[src/rtl/sensor_fault_monitor.sv]
// rtl/sensor_fault_monitor.sv - per-channel out-of-range filter with fault mask, degraded flag and new-fault irq
module sensor_fault_monitor #(
  parameter int NUM_CH         = 16,
  parameter int CNT_W          = 4,
  parameter int FAULT_THRESH   = 4,
  parameter int RECOVER_THRESH = 8,
  parameter int DEGRADE_LIMIT  = 4
) (
  input  logic              clk,
  input  logic              rst,
  input  logic              flags_valid,
  input  logic [NUM_CH-1:0] error_flags,
  input  logic [NUM_CH-1:0] clear_fault,
  output logic [NUM_CH-1:0] fault_mask,
  output logic [4:0]        fault_count,
  output logic              degraded,
  output logic              fault_irq
);

  typedef enum logic [1:0] {ST_OK, ST_SUSPECT, ST_FAULT, ST_RECOVER} ch_state_t;

  localparam logic [CNT_W-1:0] CNT_MAX = '1;
  localparam logic [CNT_W-1:0] CNT_ONE = CNT_W'(1);
  localparam logic [CNT_W-1:0] FT      = CNT_W'(FAULT_THRESH);
  localparam logic [CNT_W-1:0] RT      = CNT_W'(RECOVER_THRESH);

  ch_state_t         state_q [NUM_CH];
  ch_state_t         state_d [NUM_CH];
  logic [CNT_W-1:0]  cnt_q   [NUM_CH];
  logic [CNT_W-1:0]  cnt_d   [NUM_CH];
  logic [NUM_CH-1:0] mask_d;
  logic [4:0]        count_d;
  logic              degraded_d;
  logic              irq_d;

  function automatic logic [CNT_W-1:0] sat_inc(input logic [CNT_W-1:0] v);
    return (v == CNT_MAX) ? v : v + CNT_ONE;
  endfunction

  always_ff @(posedge clk or posedge rst) begin
    if (rst) begin
      for (int i = 0; i < NUM_CH; i++) begin
        state_q[i] <= ST_OK;
        cnt_q[i]   <= '0;
      end
      fault_mask  <= '0;
      fault_count <= '0;
      degraded    <= 1'b0;
      fault_irq   <= 1'b0;
    end else begin
      for (int i = 0; i < NUM_CH; i++) begin
        state_q[i] <= state_d[i];
        cnt_q[i]   <= cnt_d[i];
      end
      fault_mask  <= mask_d;
      fault_count <= count_d;
      degraded    <= degraded_d;
      fault_irq   <= irq_d;
    end
  end

  always_comb begin
    irq_d   = 1'b0;
    mask_d  = '0;
    count_d = '0;
    for (int i = 0; i < NUM_CH; i++) begin
      state_d[i] = state_q[i];
      cnt_d[i]   = cnt_q[i];
      if (clear_fault[i]) begin
        state_d[i] = ST_OK;
        cnt_d[i]   = '0;
      end else if (flags_valid) begin
        unique case (state_q[i])
          ST_OK: begin
            if (error_flags[i]) begin
              cnt_d[i]   = CNT_ONE;
              state_d[i] = (FT == CNT_ONE) ? ST_FAULT : ST_SUSPECT;
            end else begin
              cnt_d[i] = '0;
            end
          end
          ST_SUSPECT: begin
            if (error_flags[i]) begin
              cnt_d[i] = sat_inc(cnt_q[i]);
              if (sat_inc(cnt_q[i]) == FT) state_d[i] = ST_FAULT;
            end else begin
              state_d[i] = ST_OK;
              cnt_d[i]   = '0;
            end
          end
          ST_FAULT: begin
            if (error_flags[i]) begin
              cnt_d[i] = '0;
            end else if (RT == CNT_ONE) begin
              state_d[i] = ST_OK;
              cnt_d[i]   = '0;
            end else begin
              state_d[i] = ST_RECOVER;
              cnt_d[i]   = CNT_ONE;
            end
          end
          ST_RECOVER: begin
            if (error_flags[i]) begin
              state_d[i] = ST_FAULT;
              cnt_d[i]   = '0;
            end else if (sat_inc(cnt_q[i]) == RT) begin
              state_d[i] = ST_OK;
              cnt_d[i]   = '0;
            end else begin
              cnt_d[i] = sat_inc(cnt_q[i]);
            end
          end
        endcase
        // Relapse from RECOVER is not a new fault, so only OK/SUSPECT entries raise the irq.
        if ((state_q[i] == ST_OK || state_q[i] == ST_SUSPECT) && state_d[i] == ST_FAULT)
          irq_d = 1'b1;
      end
      mask_d[i] = (state_d[i] == ST_FAULT) || (state_d[i] == ST_RECOVER);
      count_d   = count_d + 5'(mask_d[i]);
    end
    degraded_d = (count_d >= 5'(DEGRADE_LIMIT));
  end

endmodule

[config.mk]
export PLATFORM = sky130hd
export DESIGN_NAME = sensor_fault_monitor
export DESIGN_NICKNAME = d
export VERILOG_FILES = /design/src/rtl/sensor_fault_monitor.sv
export SDC_FILE = /design/constraint.sdc
export NUM_CORES = 1
export LEC_CHECK = 0
export CORE_MARGIN = 1.5
export CORE_UTILIZATION = 50
export DETAILED_ROUTE_END_ITERATION = 6
export GPL_ROUTABILITY_DRIVEN = 0
export GPL_TIMING_DRIVEN = 0
export PLACE_DENSITY = 0.83
export SYNTH_ARGS = -nofsm -noshare
export SYNTH_HDL_FRONTEND = slang
export SYNTH_SLANG_ARGS = --single-unit
[constraint.sdc]
create_clock -name clk -period 5.05 [get_ports clk]
set_input_delay 1.01 -clock clk [delete_from_list [all_inputs] [get_ports clk]]
set_output_delay 1.01 -clock clk [all_outputs]
set_load 0.02 [all_outputs]
Yosys cells after proc, flatten, opt, wreduce, memory -nomap -nowiden:

Index checks and enable logic that the tools add are counted.

* input port bits: 35
* output and inout bits: 23
* register bits after elaboration: 119

* add/subtract/negate cells: 31
* reduce and logical (&&, ||, !) cells: 80
* multiplexer cells: 368
* magnitude comparators: 1
* equality and inequality tests: 144

Operator list (number)
* 4-bit 2-to-1 mux: 96
* 2-bit 2-to-1 mux: 160
* 4-bit case mux with 4 select lines: 16
* 2-bit == test (second input constant): 80
* 4-bit == test (second input constant): 32
* 2-bit case mux with 4 select lines: 16
* 1-bit 2-to-1 mux: 80
* 4-bit by 1-bit adder with 4-bit output (second input constant): 16
* 4-bit by 3-bit == test with 1-bit output (second input constant): 16
* 5-bit by 1-bit adder with 5-bit output: 11
* 2-bit by 1-bit == test with 1-bit output (second input constant): 16
* 2-bit logical NOT: 16
* 1-bit logical OR: 32
* 2-bit nonzero test: 16
* 1-bit logical AND: 16
* 4-bit by 1-bit adder with 5-bit output: 1
* 5-bit by 3-bit greater-or-equal comparator with 1-bit output (second input constant): 1
* 3-bit by 1-bit adder with 4-bit output: 1
* 2-bit by 1-bit adder with 3-bit output: 1
* 1-bit by 1-bit adder with 2-bit output: 1

Longest topological paths before layout:

* word-level depth: 58
* mapped depth: 19

Worst setup path before layout:

OpenSTA, ideal clock, no wires.

* kind: in2reg
* from: input port flags_valid
* to: register degraded
* arrival time: 5245 ps
* library setup time: 131 ps
* setup slack: -326 ps
* path buffers: 3
* stages on the path: 17
* cells stage by stage: clkbuf_2 > clkbuf_1 > buf_2 > a22oi_1 > or3_1 > fa_1 > inv_1 > fa_1 > inv_1 > fa_1 > fa_1 > inv_1 > ha_1 > a21o_1 > a21oi_1 > xnor2_1 > or3_1

* longest elaborated chain between the ends: 20

RTL lines
* from (decl): RTL line 11 `input logic flags_valid,`
* 2-bit 2-to-1 mux: RTL line 72 `end else if (flags_valid) begin`
* 2-bit 2-to-1 mux: RTL line 69 `if (clear_fault[i]) begin`
* 2-bit == test: RTL line 118 `mask_d[i] = (state_d[i] == ST_FAULT) || (state_d[i] == ST_RECOVER);`
* 1-bit logical OR: RTL line 118
* 1-bit by 1-bit adder with 2-bit output: RTL line 119 `count_d = count_d + 5'(mask_d[i]);`
* 2-bit by 1-bit adder with 3-bit output: RTL line 119
* 3-bit by 1-bit adder with 4-bit output: RTL line 119
* 4-bit by 1-bit adder with 5-bit output: RTL line 119
* 5-bit by 1-bit adder with 5-bit output (10 in series): RTL line 119
* 5-bit by 1-bit adder with 5-bit output *: RTL line 119
* named net count_d[3]: RTL line 32 `logic [4:0] count_d;`
* 5-bit by 3-bit greater-or-equal comparator with 1-bit output *: RTL line 121 `degraded_d = (count_d >= 5'(DEGRADE_LIMIT));`
* named net degraded_d: RTL line 33 `logic degraded_d;`
* to (signal assigned): RTL line 57 `degraded <= degraded_d;`
* to (decl): RTL line 16 `output logic degraded,`

The timed path passes the listed nets; every way through them passes the cells marked *.
A chain may end at the register's enable or synchronous reset.

==> results.ini <==
[cells_and_area]
mostFrequentLayoutCell=dfrtp_1
nFillCells=1387
final_layout_size_suffix_gt1_share_pct=12.3
final_cells=1232
diodes=0
areaGrowthSynthToFinish_pct=20.7
final_nets=1071
layout_common_cells=dfrtp_1 (113), a21oi_1 (77), nor2_1 (58), clkdlybuf4s50_1 (50), nand2_1 (49)
fin_area_um2=9930

[die]
fp.coreArea_um2=16000
start_util_pct=51.4
rows=46
dieHeight_um=131
io_pins=58
die-width_um=131
dieArea_um2=17200

[pwr]
powerDensity_nw_per_um2=241
power_uw=2390
p_leak_uw=0.00409
peakVddDrop_mv=0.258

[setup_path]
critPathLaunch=cnt_q[25]
r2r.worst_path.cells=18
worstPathMaxFanout=9
cp-start-kind=flop
endpoint=degraded
worst_ep_required_time_ps=5340
cp.arrival_ps=5310
r2r_slack_ps=30
r2r_end=degraded
path_class=flop to flop
endpoint_kind=flop
r2r-start=cnt_q[25]

[sta]
tightest_slew_ps=655
setup_ws_ps=32.3
period_share_pct=99.4
hold_ws_ps=558
rsz0062_at_grt=yes
fin_crit_ps=5020
maxSlewViolCount=0
fmax_mhz=199
hold_viol_final=0
max_slew_margin_pct=56.3
skew_ps=11.6
setup_violations=0

[cts]
numClockSinks=119
cts_max_level=4
numCtsBuffers=17
clk_latency_ps=430
cts.path.max_buffers=2
root_buffer=clkbuf_16
cts_tree=yes
holdBufCountCts=0
cts.clk_slew.worst_paths_ps=60

[detailed_routing]
first_pass_iters=5
wl_um=20900
vias=7585
avgRoutedWirePerCell_um=17.0
drcViolationCount=0
drtIter0Drc=786
drt-vias-per-instance=6.16
antenna_left=0

[synth]
muxShareOfSynthArea_pct=1.90
ys_seq_elements=119
yosysWarningCount=0
synth_area_per_cell_um2=8.82
synthXorXnorAreaFrac_pct=2.24
synth_cell_types=72
synthFlopType=dfrtp_1
synth_edf_count=0
yosys.area.top_type=dfrtp_1
synth_area_um2=8220
synth.net_count=998
synth-simple-area-share_pct=25.1
async_flop_share_pct=100
synthCells=932
yosysSeqAreaShare_pct=36.2
synth.top_cell.area_share_pct=36.2
synth_compound_area_share_pct=23.9
synthAdderAreaFrac_pct=5.63
ys_top_cells_by_area=dfrtp_1 (36%), a21oi_1 (4.8%), ha_1 (3.2%)
synth_top_family_by_area=simple AND/OR/NAND/NOR gates

[placed_design]
io_buffers=51
placed_area_um2=9090
hpwl_um=14200
place_ws_ps=-547
dp.cells=1200

[flow_run]
max-cap-violations=0

[worst_hold_path]
min_path_type=flop to flop

[grt]
antenna_found_initial=0
grt_pass1_wl_um=34000
grt_max_degree=68
grt_pass1_vias=6970
grt_overflow=0
grt.total_usage_pct=24.1

[run_status]
outcome=finished, final reports clean

where the power goes:
part	switching, uW	internal, uW
combinational	121	84.2
clock	425	762
sequential	27.6	972
total	574	1820
metal layers:
layer	wire (um)	up-vias	share of wire (%)	track usage (%)
met5	0	-	0	0
met4	400	0	1.9	8.70
met3	1250	31	6.0	5.21
met2	10200	233	49	39.9
met1	9060	3692	43	31.3
li1	-	3629	-	-
critical path, stage by stage (launching register included):
cell and delay, ps:
dfrtp_2 440, ha_4 200, or4b_1 490, nand3_2 130, a31oi_2 130, o32ai_2 190, inv_2 90, fa_1 530
inv_1 80, fa_2 380, inv_2 70, fa_1 440, fa_2 580, inv_1 50, ha_1 290, a21o_1 170
a21oi_2 130, xnor2_1 90, or3_1 370
through the flow:
| stage | utilization [%] | setup TNS (ps) |
|---|---|---|
| 2_1_floorplan | - | 0 |
| 3_3_place_gp | 56.6 | -116580 |
| 3_5_place_dp | 56.8 | -1430 |
| 4_1_cts | 61.0 | -142 |
| 5_1_grt | 62.1 | -102 |
| 6_report | 62.1 | 0 |
cells in the mapped netlist, types with 14 or more instances:
master    instances
a211oi_1         15
a21o_1           28
a21oi_1          79
a22o_1           20
a32o_1           14
buf_2            15
clkbuf_1         40
dfrtp_1         119
ha_1             21
inv_1            44
nand2_1          49
nand2b_1         16
nand3_1          40
nand3b_1         21
nor2_1           59
nor2b_1          30
nor3_1           28
nor3b_1          23
o21ai_0          50
xnor2_1          20
flip-flops by register name, indices dropped and copies added, names as in the netlist:
| name | flops |
|---|---|
| state_q | 32 |
| cnt_q | 64 |
| degraded | 1 |
| fault_mask | 16 |
| fault_irq | 1 |
| fault_count | 5 |
worst min-delay path by stage:
stage           startpoint  depth (start not counted)           to
2_1_floorplan   state_q[8]                          1   state_q[8]
3_3_place_gp   state_q[16]                          1  state_q[16]
3_5_place_dp    state_q[8]                          1   state_q[8]
4_1_cts         state_q[8]                          1   state_q[8]
5_1_grt         state_q[8]                          1   state_q[8]
6_report        state_q[8]                          1   state_q[8]
logic make-up after synthesis:
family / after synthesis
simple gates: 355
compound gates: 289
flops: 119
buf+inv: 102
fa+ha+maj: 31
xor+xnor: 21
mux: 15
layout make-up:
type | instances | area [um^2] | area share [%]
repair buffers | 62 | 619 | 6.24
clock buffers | 28 | 537 | 5.41
plain buffers | 50 | 255 | 2.57
flip-flops and latches | 119 | 2990 | 30.1
inverters | 44 | 170 | 1.71
clock inverters | 2 | 35.0 | 0.353
multi-input cells | 711 | 5060 | 50.9
well taps | 216 | 270 | 2.72
timing repair:
item                                   4_1_cts  5_1_grt
endpoints found under the hold margin        0        0
pin swaps                                   15       13
gates cloned                                 0        0
gates resized for setup                     24       39
setup endpoints to repair                    5        4
buffers inserted                             3        7
No activity file was read; power rests on OpenSTA's default activity.
